==> config.mk <==
export PLATFORM = sky130hd
export DESIGN_NAME = ram_arbiter
export DESIGN_NICKNAME = d
export VERILOG_FILES = /design/src/rtl/ram.sv /design/src/rtl/ram_rr_pick.sv /design/src/rtl/ram_arbiter.sv
export SDC_FILE = /design/constraint.sdc
export NUM_CORES = 1
export LEC_CHECK = 0
export BUFFER_PORTS_ARGS = -buffer_cell sky130_fd_sc_hd__buf_2
export CAP_MARGIN = 20
export CORE_MARGIN = 3
export CORE_UTILIZATION = 51
export CTS_BUF_LIST = sky130_fd_sc_hd__clkbuf_8
export CTS_CLUSTER_SIZE = 40
export DETAILED_ROUTE_END_ITERATION = 8
export PLACE_DENSITY = 0.9
export SETUP_SLACK_MARGIN = 0.4
export SLEW_MARGIN = 20
export SYNTH_ARGS = -nofsm -noshare
export SYNTH_HDL_FRONTEND = slang
export SYNTH_SLANG_ARGS = --single-unit
==> constraint.sdc <==
create_clock -name clk -period 4.2 [get_ports clk]
set_input_delay 0.84 -clock clk [delete_from_list [all_inputs] [get_ports clk]]
set_output_delay 0.84 -clock clk [all_outputs]
set_load 0.05 [all_outputs]
==> src/rtl/ram.sv <==
// Shared types and default widths for the RAM arbiter slice.
package ram;

    localparam int unsigned RAM_DATA_W = 8;
    localparam int unsigned RAM_ADDR_W = 4;

    typedef enum logic {
        INIT,
        RUN
    } ram_arb_state_e;

    typedef struct packed {
        logic valid;
        logic id;
    } ram_arb_tag_t;

endpackage

==> src/rtl/ram_rr_pick.sv <==
// Two-way round-robin picker: on a tie the client that was not granted last wins.
module ram_rr_pick (
    input  logic [1:0] req,
    input  logic       last,
    output logic [1:0] gnt,
    output logic       gnt_id
);

    always_comb begin
        gnt    = 2'b00;
        gnt_id = 1'b0;
        case (req)
            2'b01: begin
                gnt    = 2'b01;
                gnt_id = 1'b0;
            end
            2'b10: begin
                gnt    = 2'b10;
                gnt_id = 1'b1;
            end
            2'b11: begin
                gnt_id = ~last;
                gnt    = last ? 2'b01 : 2'b10;
            end
            default: begin
                gnt    = 2'b00;
                gnt_id = 1'b0;
            end
        endcase
    end

endmodule

==> src/rtl/ram_arbiter.sv <==
// Two-client RAM arbiter: clears the memory after reset, then issues one registered
// access per cycle with round-robin fairness and routes read data back by tag.
module ram_arbiter
    import ram::*;
#(
    parameter int unsigned DATA_WIDTH = RAM_DATA_W,
    parameter int unsigned ADDR_WIDTH = RAM_ADDR_W,
    parameter int unsigned RD_LATENCY = 1
) (
    input  logic                    clk,
    input  logic                    rstn,
    input  logic [1:0]              req_i,
    input  logic [1:0]              we_i,
    input  logic [2*ADDR_WIDTH-1:0] addr_i,
    input  logic [2*DATA_WIDTH-1:0] wdata_i,
    output logic [1:0]              gnt_o,
    output logic [1:0]              rvalid_o,
    output logic [DATA_WIDTH-1:0]   rdata_o,
    output logic                    init_done_o,
    output logic                    ram_wr_en,
    output logic                    ram_rd_en,
    output logic [ADDR_WIDTH-1:0]   ram_wr_addr,
    output logic [ADDR_WIDTH-1:0]   ram_rd_addr,
    output logic [DATA_WIDTH-1:0]   ram_wr_data,
    input  logic [DATA_WIDTH-1:0]   ram_rd_data
);

    // Extra counter bit marks "sweep issued"; RUN starts once the last clear write has landed.
    localparam int unsigned CntW     = ADDR_WIDTH + 1;
    localparam int unsigned TagDepth = RD_LATENCY + 1;

    ram_arb_state_e state_q, state_d;
    logic [CntW-1:0] cnt_q, cnt_d;
    logic            last_q, last_d;

    logic [1:0] pick_gnt;
    logic       pick_id;
    logic       grant;
    logic       sel_we;
    logic [ADDR_WIDTH-1:0] sel_addr;
    logic [DATA_WIDTH-1:0] sel_wdata;

    logic                  wr_en_q, wr_en_d;
    logic                  rd_en_q, rd_en_d;
    logic [ADDR_WIDTH-1:0] wr_addr_q, wr_addr_d;
    logic [ADDR_WIDTH-1:0] rd_addr_q, rd_addr_d;
    logic [DATA_WIDTH-1:0] wr_data_q, wr_data_d;

    ram_arb_tag_t [TagDepth-1:0] tag_q, tag_d;

    ram_rr_pick u_pick (
        .req    (req_i),
        .last   (last_q),
        .gnt    (pick_gnt),
        .gnt_id (pick_id)
    );

    assign gnt_o     = (state_q == RUN) ? pick_gnt : 2'b00;
    assign grant     = |gnt_o;
    assign sel_we    = pick_id ? we_i[1] : we_i[0];
    assign sel_addr  = pick_id ? addr_i[2*ADDR_WIDTH-1:ADDR_WIDTH] : addr_i[ADDR_WIDTH-1:0];
    assign sel_wdata = pick_id ? wdata_i[2*DATA_WIDTH-1:DATA_WIDTH] : wdata_i[DATA_WIDTH-1:0];

    always_comb begin
        state_d   = state_q;
        cnt_d     = cnt_q;
        last_d    = last_q;
        wr_en_d   = 1'b0;
        rd_en_d   = 1'b0;
        wr_addr_d = wr_addr_q;
        rd_addr_d = rd_addr_q;
        wr_data_d = wr_data_q;
        unique case (state_q)
            INIT: begin
                if (cnt_q[ADDR_WIDTH]) begin
                    state_d = RUN;
                end else begin
                    wr_en_d   = 1'b1;
                    wr_addr_d = cnt_q[ADDR_WIDTH-1:0];
                    wr_data_d = '0;
                    cnt_d     = cnt_q + CntW'(1);
                end
            end
            RUN: begin
                if (grant) begin
                    last_d = pick_id;
                    if (sel_we) begin
                        wr_en_d   = 1'b1;
                        wr_addr_d = sel_addr;
                        wr_data_d = sel_wdata;
                    end else begin
                        rd_en_d   = 1'b1;
                        rd_addr_d = sel_addr;
                    end
                end
            end
        endcase
    end

    // Stage 0 is the cycle the read sits on the RAM pins; the last stage lines up with rd_data.
    always_comb begin
        tag_d          = '0;
        tag_d[0].valid = grant & ~sel_we;
        tag_d[0].id    = pick_id;
        for (int i = 1; i < TagDepth; i++) begin
            tag_d[i] = tag_q[i-1];
        end
    end

    always_ff @(posedge clk or negedge rstn) begin
        if (!rstn) begin
            state_q   <= INIT;
            cnt_q     <= '0;
            last_q    <= 1'b1;
            wr_en_q   <= 1'b0;
            rd_en_q   <= 1'b0;
            wr_addr_q <= '0;
            rd_addr_q <= '0;
            wr_data_q <= '0;
            tag_q     <= '0;
        end else begin
            state_q   <= state_d;
            cnt_q     <= cnt_d;
            last_q    <= last_d;
            wr_en_q   <= wr_en_d;
            rd_en_q   <= rd_en_d;
            wr_addr_q <= wr_addr_d;
            rd_addr_q <= rd_addr_d;
            wr_data_q <= wr_data_d;
            tag_q     <= tag_d;
        end
    end

    always_comb begin
        rvalid_o = 2'b00;
        if (tag_q[TagDepth-1].valid) begin
            rvalid_o[tag_q[TagDepth-1].id] = 1'b1;
        end
    end

    assign rdata_o     = ram_rd_data;
    assign init_done_o = (state_q == RUN);
    assign ram_wr_en   = wr_en_q;
    assign ram_rd_en   = rd_en_q;
    assign ram_wr_addr = wr_addr_q;
    assign ram_rd_addr = rd_addr_q;
    assign ram_wr_data = wr_data_q;

endmodule

---- Yosys cells after proc, flatten, opt, wreduce, memory -nomap -nowiden ----
Cells that the tools add are included.
word-level totals
  logic and storage cells ................. 61
  register bits after elaboration ......... 29
operators by class
  eq/ne operators ......................... 6
  muxes and demuxes ....................... 28
  reductions and logical operators ........ 6
  order comparisons ....................... 2
  bitwise gates (word level) .............. 5
  add/subtract/negate cells ............... 1
operators by type and width
  cell                 count
  $mux 8               4
  $mux 4               4
  $pmux 8 s2           1
  $mux 1               10
  $pmux 4 s2           1
  $mux 2               3
  $pmux 2 s3           1
  $reduce_and 3->1     2
  $add 5x1->5 const B  1
  $mux 5               1
  $eq 2x2->1 const B   2
  $ne 2x1->1 const B   2
  $not 1->1            4
  $pmux 1 s2           2
  $reduce_and 2->1     2
  $eq 2x1->1 const B   1
  $lt 1x2->1 const B   1
  $ne 2x2->1 const B   1
  $reduce_or 2->1      1
  $and 1x1->1          1
  $demux 1 s1          1
  $ge 1x1->1 const B   1
  $logic_and 1x1->1    1

---- Longest topological paths before layout ----
Gate-level depths: netlist of run 1.
  depth in word-level cells ............... 6
  depth in mapped cells ................... 6
  gate-level depth less buffers ........... 4

---- Cells and area by module ----
A second synthesis of run 1 with hierarchy kept.
unflattened totals
  cell total of the unflattened synthesis .. 120
  area, all modules ....................... 1381.3 um2
by module, submodules not included
  module       area an instance (um2)  times used  cells an instance  seq. area each (um2)
  ram_arbiter  1355.0                  1           116                726.9
  ram_rr_pick  26.3                    1           4                  0.0

---- Worst setup path before layout of run 1 ----
OpenSTA, ideal clock, no wires.
  path type ............................... input to output
  start ................................... input port req_i[1]
  end ..................................... output port gnt_o[1]
  path slack .............................. 1.501 ns
  path buffers ............................ 2
  cell stages on the path ................. 4
  arrival ................................. 1.859 ns
  required time ........................... 3.360 ns
  path through ............................ a21boi_1 -> buf_6 -> buf_2 -> and2_1
on the way
  cells in the longest elaborated chain, start to end .. 3
  elaborated cells on any way between the ends .. 5
ends and longest elaborated chain
  element                                          line               source
  start: declaration                               ram_arbiter.sv:12  input logic [1:0] req_i,
  $eq 2x2->1 / $eq 2x1->1 (equally long branches)  ram_rr_pick.sv:12  case (req)
  $pmux 2 s3 (*)                                   ram_rr_pick.sv:12
  $mux 2 (*)                                       ram_arbiter.sv:58  assign gnt_o = (state_q == RUN) ? pick_gnt : 2'b00;
  end: declaration                                 ram_arbiter.sv:16  output logic [1:0] gnt_o,
Mark *: on every way between the ends. The rest lies on a longest branch, timed or not.

---- Worst setup path in the final report of run 1 ----
  start ................................... register state_q, in the netlist init_done_o
  end ..................................... output port gnt_o[0]
on the way
  cells in the longest elaborated chain, start to end .. 1
ends and longest elaborated chain
  element                   line                source
  start: declaration        ram_arbiter.sv:32   ram_arb_state_e state_q, state_d;
  start signal: assignment  ram_arbiter.sv:122  state_q <= state_d;
  $mux 2                    ram_arbiter.sv:58
No other way between the ends.

==> results of run 1 <==
cell usage in the layout (no fill, tap or decap), drive strengths merged:
cell / count
dfstp: 1
inv: 7
a31oi: 3
clkbuf: 5
o221ai: 4
nand4: 1
dfrtp: 28
a21oi: 1
and3: 3
xnor2: 3
a41o: 1
mux2i: 22
nand2b: 2
nand2: 15
nor2: 1
buf: 53
nand3: 4
o21ai: 6
ha: 1
a21boi: 1
and2: 2
nor2b: 3
a32oi: 2
registers in the layout, indices dropped and copies added, names as in the netlist, 2 cells and up:
register,flops
ram_wr_data,8
cnt_q,5
ram_rd_addr,4
ram_wr_addr,4
tag_d,2
tag_q,2
layer usage:
metal | track usage [%] | vias up | share of wire [%]
li1 | - | 514 | -
met1 | 21.35 | 527 | 40
met2 | 34.07 | 38 | 52
met3 | 5.482 | 7 | 6.7
met4 | 7.767 | 0 | 1.3
met5 | 0 | - | 0
worst paths after layout:
kind | endpoint
max | gnt_o[0]
min in group asynchronous | ram_wr_data[7]
min reg2reg | tag_q[2]
min | tag_q[2]
max reg2reg | ram_wr_data[4]
max in group asynchronous | ram_rd_addr[2]
metrics by stage:
stage	setup slack [ns]	util, %	power (W)	area [um2]
after floorplan	1.501	-	0.0005780	1421
after detailed placement	1.818	63.21	0.0006324	1623
after global placement	1.831	63.21	0.0006219	1623
after CTS	1.815	66.33	0.0008375	1703
after global routing	1.744	66.33	0.0008704	1703
final	1.820	66.33	0.0008313	1703
kinds of logic after synthesis:
logic type / after synthesis
AND/OR/NAND/NOR: 31
flip-flops: 29
multiplexers: 22
AO/OA/AOI/OAI: 18
buffers and inverters: 18
XOR/XNOR: 3
adder cells (fa/ha/maj): 1
power groups by stage:
stage	clock network [W]	logic [W]	registers [W]
3_5_place_dp	0	0.000284	0.000348
5_1_grt	0.000223	0.000300	0.000348
2_1_floorplan	0	0.000108	0.000470
3_3_place_gp	0	0.000276	0.000346
4_1_cts	0.000209	0.000285	0.000344
6_report	0.000207	0.000281	0.000343
final cells by class:
type,count,area share [%]
multi-input cells,75,33.80
clock buffers,5,4.041
repair buffers,53,15.72
flip-flops and latches,29,42.69
inverters,4,0.8817
well taps,30,2.204
clock inverters,3,0.6613
worst max-delay path: cells and delay by family, from the launching register on:
kind                   cells  cell delay (ns)
AND/OR/NAND/NOR            1             0.25
flip-flops                 1             0.77
buffers and inverters      1             0.26
==> impl_results.md, run 1 <==
* Status: finished clean
* Fin. Hold Viols at 0
* Post-Synthesis Net Count at 161
* Routed len/inst at 15.13 um
* Syn avg cell area at 11.65 um2
* Distinct cells, synth at 31
* Root buffer cell: clkbuf_8
* WP data arrival at 1.54 ns
* Startpoint Class: flop
* Critical Path Source: init_done_o
* Antenna fix cells at 0
* Core area at 2567 um2
* Switching part of the total at around two fifths
* Ys async rst share at 100.0%
* Fin crit share at 56.67%
* Initial DRC count at 33
* Xor/xnor share of the synthesized area at under 10%
* Post-synthesis simple-gate area fraction at 11.00%
* Final ANT Viol Nets at 0
* Post-Synth Adder-Cell Area at 0.8803%
* Max-cap viol count at 0
* H-tree level count at 2
* Final TNS setup at 0 ns
* Final Setup Violations at 0
* Hold_ws at 0.3540 ns
* Vias in the first global route at 1,109
* Mux cell area share after synthesis at between 15 and 20%
* Pre-antenna DRT Iters at 4
* Largest net degree at the start of global routing at 30
* Yosys Warn Count at 0
* Layout cells sized above 1 at 38.46%
* Combinational Power Share at 33.8%
* Ys flop type: dfrtp_1
* CTS resizes at 0
* DIE AREA at 3456 um2
* Cell Pwr Density at approximately 490 nW/um2
* Synthesized area at about 1400 um2
* Clock power share at about a quarter
* Hold Crit Depth at 0
* Post-CTS Setup Bufs at 0
* Largest family of logic cells by synthesized area: multiplexers
* TritonCTS Buffers at 5
* Internal power at slightly above 0.0005 W
* CTS tree: yes
* Fillers at 215
* Flop-to-flop setup slack at 2.39 ns
* Starting Density at 55.36%
* Final wirelength at 3010 um
* Final nets at 207
* Worst Path Required at 3.36 ns
* Max-slew headroom at 55.82%
* CP endpoint kind: primary output
* R2R depth at 5
* Clock Tree Buf Depth at 2
* Placed Cells at 191
* Max Freq at between 0.4 and 0.5 GHz
* Worst vdd ir at 0.2861 mV
* Clock latency on the worst-skew pair at 0.27 ns
* Synth top area share at 49.30%
* Die height at 58.79 um
* Hold buffers post-CTS at 0
* Layout area overhead at 19.81%
* Register area at 726.9 um2
* PortBufs at between 50 and 60
* All-Layer GR Usage at 19.17%
* Drt drc at 0
* Clk sinks at 29
* RSZ-0062 raised after global routing: false
* CP max stage cell: dfrtp_1
* Synth Register Bits at 29
* RR Startpoint: last_q
* CP peak stage delay at 0.77 ns
* Most frequent cell after synthesis: dfrtp_1
* Grt ovf at 0
* Area leader, netlist: dfrtp_1
* RePlAce Congestion at 0.7352
* Hold Path Class: flop to flop
* Area of the multi-input gates at 575.6 um2
* Clk_skew at 0.004815 ns
* Worst Path Max Fanout at 20
* Hold_sp: tag_d[2]
* Reg power frac at 41.3%
* Seq/Total Area, Yosys at 51.14%
* Fin. max-slew vios at 0
* Cells after Synth at 122
* Clock-pin slew on the worst setup and hold paths at about 0.060 ns
* I/O pins at 69
* DP HPWL at 2287 um
* Initial antenna violation count at 0
* CP Class: flop to primary output
* Vias per cell at 5.457
* Leakage power total at 0.9358 nW
* Post-synth top cells: dfrtp_1, mux2i_1, nand2_1
* Crit-path cells: and3_1 > buf_2
* Psw at 0.0003258 W
* Post-synth EDFFs at 0
* Compound-Gate Fraction of Synth Area at 11.00%
* Ranking of synthesized cells by area: dfrtp_1, mux2i_1, buf_4
* Via Count at 1,086
* First-pass GRT wire length at 4933 um
* Non-filler cells, final at 199
* Minimum clock period after layout at around 2.4 ns
* Cell Rows at 18
* Worst-Margin Slew at 0.6627 ns
* Die Span X at 58.79 um
(Power assumes the default switching activity.)
==> run 2: changes to the inputs <==
--- a/config.mk
+++ b/config.mk
@@ -8,11 +8,11 @@
 export BUFFER_PORTS_ARGS = -buffer_cell sky130_fd_sc_hd__buf_2
 export CAP_MARGIN = 20
 export CORE_MARGIN = 3
-export CORE_UTILIZATION = 51
+export CORE_UTILIZATION = 43
 export CTS_BUF_LIST = sky130_fd_sc_hd__clkbuf_8
 export CTS_CLUSTER_SIZE = 40
 export DETAILED_ROUTE_END_ITERATION = 8
-export PLACE_DENSITY = 0.9
+export PLACE_DENSITY = 0.81
 export SETUP_SLACK_MARGIN = 0.4
 export SLEW_MARGIN = 20
 export SYNTH_ARGS = -nofsm -noshare
==> constraint.sdc (replaced) <==
create_clock -name clk -period 2.1 [get_ports clk]
set_input_delay 0.42 -clock clk [delete_from_list [all_inputs] [get_ports clk]]
set_output_delay 0.42 -clock clk [all_outputs]
set_load 0.05 [all_outputs]
==> impl_results.md, run 2 (synthesis gave the netlist of run 1 again) <==
* Max-cap viol count at 0
* Starting Density at 45.81%
* Hold Path Class: primary input to async pin
* Most frequent cells in the layout: buf_2, dfrtp_1, mux2i_1, nand2_1, inv_1
* Worst Path Max Fanout at 3
* Minimum clock period after layout at 1.710 ns
* DP HPWL at 2257 um
* Layout area overhead at 26.14%
* Cell Area, Placed at 1644 um2
* Cell family with most CP delay: flip-flops
* Cell Pwr Density at 940.2 nW/um2
* Pre-antenna DRT Iters at 4
* I/O pins at 69
* WP data arrival at 1.29 ns
* Crit path depth at 3
* Hold buffers post-CTS at 0
* CP max stage cell: dfstp_2
* Design area at 1793 um2
* First-pass GRT wire length at 4988 um
* Antenna fix cells at 0
* CP peak stage delay at 0.56 ns
* Clock-pin slew on the worst setup and hold paths at about 0.060 ns
* Cell Rows at 20
* Fin. Hold Viols at 0
* Via Count at 1,071
* RSZ-0062 raised after global routing: true
* Placement Setup Slack at around 0.28 ns
* Clock Tree Buf Depth at 2
* Vias in the first global route at 1,123
* Startpoint Class: flop
* CP endpoint kind: primary output
* Clock latency on the worst-skew pair at 0.27 ns
* Die height at ~63 um
* Final wirelength at 3001 um
* Worst vdd ir at 0.5842 mV
* Fin. max-slew vios at 0
* Die Span X at 63.50 um
* DIE AREA at around 4000 um2
* Worst Path Required at 1.68 ns
* Clk sinks at 29
* TritonCTS Buffers at 5
* RePlAce Congestion at 0.7667
* Final TNS setup at 0 ns
* Setup slack after layout at a little under 0.4 ns
* Grt ovf at 0
* Initial DRC count at between 40 and 50
* Largest net degree at the start of global routing at 30
* Crit-path cells: nand2b_4 > and3_4 > buf_8
* Max Freq at 0.5849 GHz
* CTS tree: yes
* Status: finished clean
* Max-slew headroom at roughly 58%
* Drt drc at 0
* Leakage power total at approximately 0.97 nW
* PortBufs at 52
* CP Class: flop to primary output
* H-tree level count at 2
* Final Setup Violations at 0
* Pwr Total at 0.001686 W
* R2R depth at 5
* Worst-Margin Slew at 0.6371 ns
* Final nets at 211
* Hold_ws at ~0.17 ns
* Layout cells sized above 1 at a little over two fifths
* Final ANT Viol Nets at 0
* Fin crit share at 81.42%
* Max FFs per register at 8
* All-Layer GR Usage at 15.91%
* Vias per cell at 4.935
* Initial antenna violation count at 0
* Routed len/inst at 13.83 um
* Clk_skew at 0.003787 ns
* CP bufs+invs at 1
* Core area at 3103 um2
* Most common cell after layout, fill and taps aside: buf_2
* Root buffer cell: clkbuf_8
## run 2: changes by cell type in the layout (fill, tap and decap cells not counted), sizes merged
cell,previous run,this run
buf,53,57
## run 2: report_power, final
| group | internal (W) | switching, W |
|---|---|---|
| clock network | 0.000220 | 0.000190 |
| logic | 0.000173 | 0.000416 |
| registers | 0.000641 | 0.0000465 |
| total | 0.00103 | 0.000652 |
## run 2: per-layer routing
| layer | share of wire, % | up-vias | global-route usage [%] |
|---|---|---|---|
| met5 | 0 | - | 0 |
| met4 | 0.47 | 0 | 5.391 |
| met3 | 7.8 | 2 | 6.595 |
| met2 | 49 | 47 | 26.34 |
| met1 | 42 | 501 | 18.50 |
| li1 | - | 521 | - |
## run 2: stage by stage
step                utilization (%)  cells
finish                        57.78    217
CTS                           57.34    216
global placement              52.98    205
global route                  57.78    217
floorplan                         -    122
detailed placement            52.98    205
## run 2: what timing repair did
action / 4_1_cts / 5_1_grt
pin swaps: 1 / 0
setup buffers: 3 / 1
endpoints found under the setup margin: 2 / 5
gates resized for setup: 8 / 2
## run 2: worst paths after layout
kind	end	slack (ns)	start
hold reg to reg	tag_q[2]	0.36	tag_d[2]
hold / removal	ram_wr_data[5]	0.17	rstn
setup / recovery	gnt_o[0]	0.39	last_q
max in group asynchronous	init_done_o	1.45	rstn
min in group clk	tag_q[2]	0.36	tag_d[2]
setup reg to reg	ram_wr_data[4]	0.47	last_q
## run 2: area by class of cell
cell class                      count  area, um2
Clock buffer                        5      68.82
Clock inverter                      3      11.26
Fill cell                         282       1310
Inverter                            4      15.01
Multi-Input combinational cell     75      598.1
Sequential cell                    29      730.7
Tap cell                           44      55.05
Timing Repair Buffer               57      314.1
==> run 3: changes to the inputs <==
--- a/config.mk
+++ b/config.mk
@@ -8,11 +8,11 @@
 export BUFFER_PORTS_ARGS = -buffer_cell sky130_fd_sc_hd__buf_2
 export CAP_MARGIN = 20
 export CORE_MARGIN = 3
-export CORE_UTILIZATION = 43
+export CORE_UTILIZATION = 47
 export CTS_BUF_LIST = sky130_fd_sc_hd__clkbuf_8
 export CTS_CLUSTER_SIZE = 40
 export DETAILED_ROUTE_END_ITERATION = 8
-export PLACE_DENSITY = 0.81
+export PLACE_DENSITY = 0.84
 export SETUP_SLACK_MARGIN = 0.4
 export SLEW_MARGIN = 20
 export SYNTH_ARGS = -nofsm -noshare
==> constraint.sdc (replaced) <==
create_clock -name clk -period 1.6 [get_ports clk]
set_input_delay 0.32 -clock clk [delete_from_list [all_inputs] [get_ports clk]]
set_output_delay 0.32 -clock clk [all_outputs]
set_load 0.05 [all_outputs]
==> impl_results.md, run 3 (synthesis gave the netlist of run 1 again) <==
* Status: finished with violations
* Violated checks: negative setup slack
* Final Setup Violations at 6
* Worst-Margin Slew at between 0.6 and 0.7 ns
* Area of the multi-input gates at between 700 and 800 um2
* CP endpoint kind: primary output
* Max-slew headroom at 57.65%
* Final nets at 224
* Most frequent cells in the layout: buf_2, dfrtp_1, buf_6, mux2i_1, nand2_1
* H-tree level count at 2
* PortBufs at 52
* Final ANT Viol Nets at 0
* Hold buffers post-CTS at 0
* Placed Cells at 197
* Worst vdd ir at around 0.63 mV
* Internal power at approximately 0.0016 W
* Layout area overhead at 55.46%
* Initial antenna violation count at 0
* Leakage power total at 1.119 nW
* I/O pins at 69
* Initial DRC count at 72
* Flop-to-flop setup slack at -0.06 ns
* Grt ovf at 0
* Layout cells sized above 1 at 56.45%
* Final TNS setup at -0.1840 ns
* Starting Density at 50.24%
* Max Freq at slightly below 0.6 GHz
* Fin. max-slew vios at 0
* Die height at 60.99 um
* Combinational Power Share at 41.2%
* Clock latency on the worst-skew pair at roughly 0.29 ns
* Fin crit share at 105.6%
* Pre-antenna DRT Iters at 4
* Clock power share at around 23%
* DIE AREA at 3720 um2
* DP HPWL at ~2400 um
* First-pass GRT wire length at 5934 um
* Clock-pin slew on the worst setup and hold paths at about 0.06 ns
* Max FFs per register at 8
* Via Count at roughly 1,300
* Largest net degree at the start of global routing at 30
* Cell Rows at 19
* Switching part of the total at 39.37%
* Final wirelength at 4512 um
* Antenna fix cells at 0
* Reg power frac at 36.1%
* All-Layer GR Usage at between 20 and 25%
* RSZ-0062 raised after global routing: true
* Routed len/inst at roughly 21 um
* Vias per cell at slightly below 6
* Non-filler cells, final at 217
* Pwr Total at 0.002573 W
* Clock Tree Buf Depth at 2
* Most common cell after layout, fill and taps aside: buf_2
* Hold Path Class: primary input to async pin
* Fin. Hold Viols at 0
* Cell Pwr Density at 1165 nW/um2
* Drt drc at 0
* CTS tree: yes
* WP data arrival at roughly 1.4 ns
* Startpoint Class: flop
* Die Span X at 60.99 um
* Clk sinks at 29
* Worst Path Required at 1.28 ns
* Register area at roughly 730 um2
* Worst Path Max Fanout at 4
* Core area at about 2800 um2
* Fillers at 147
* Max-cap viol count at 0
* RePlAce Congestion at between 0.7 and 0.8
* TritonCTS Buffers at 5
* Root buffer cell: clkbuf_8
* Clk_skew at 0.009722 ns
* Hold_ws at 0.04963 ns
* Minimum clock period after layout at 1.690 ns
* CP Class: flop to primary output
* Setup slack after layout at -0.08958 ns
* Psw at 0.001013 W
* Vias in the first global route at 1,240
-- run 3: cell types whose count changed in the layout (fill, tap and decap cells not counted), moves of 3 or more --
cell / delta
mux2i_1: -4
o21ai_0: -4
mux2i_4: +4
o221ai_2: +3
nor2b_1: -3
buf_6: +21
o221ai_1: -3
buf_2: -21
buf_4: +5
o21ai_1: +3
buf_8: +4
-- run 3: path summary, 6_finish.rpt --
check	start	endpoint	cells past startpoint
setup / recovery	last_q	gnt_o[0]	3
setup reg to reg	last_q	ram_wr_data[5]	6
max in group asynchronous	rstn	ram_wr_addr[3]	1
hold reg to reg	tag_d[2]	tag_q[2]	0
min in group clk	wdata_i[1]	ram_wr_data[1]	3
hold / removal	rstn	ram_rd_addr[2]	1
-- run 3: metal layers --
layer  part of all wire, %  global-route usage [%]  wire (um)  vias to the layer above
met5                     0                       0          0                        -
met4                   5.4                   8.669        243                        0
met3                   5.7                   5.319        257                       29
met2                    53                   42.29       2369                       65
met1                    36                   23.48       1641                      639
li1                      -                       -          -                      553
-- run 3: through the flow --
| step | worst slack (ns) | instance area [um2] | utilization (%) |
|---|---|---|---|
| 6_report | -0.08958 | 2210 | 78.11 |
| 5_1_grt | -0.1184 | 2210 | 78.11 |
| 4_1_cts | -0.04770 | 2077 | 73.42 |
| 3_5_place_dp | 0.05281 | 1690 | 59.75 |
| 3_3_place_gp | 0.1073 | 1690 | 59.75 |
| 2_1_floorplan | 0.09821 | 1465 | - |
-- run 3: power groups by stage --
stage,logic (W),clock network (W),registers (W)
2_1_floorplan,0.000291,0,0.00124
5_1_grt,0.00111,0.000620,0.000939
4_1_cts,0.000946,0.000586,0.000914
3_3_place_gp,0.000749,0,0.000907
6_report,0.00106,0.000584,0.000929
3_5_place_dp,0.000765,0,0.000916
-- run 3: repair_timing --
item,in CTS,in global routing
gates resized for setup,62,24
setup buffers,5,5
setup endpoints to repair,41,40
cloned,2,0
pin swaps,8,11
-- run 3: area by class of cell --
cell class	instances	area share, %
multi-input cells	77	34.99
well taps	31	1.755
clock inverters	3	0.6229
flip-flops and latches	29	33.01
inverters	4	0.6795
repair buffers	68	25.82
clock buffers	5	3.114
-- run 3: worst max-delay path, cell delays in order (launching register included) --
cell and delay [ns]:
dfstp_2 0.59, nand2b_4 0.17, and3_4 0.19, buf_8 0.14
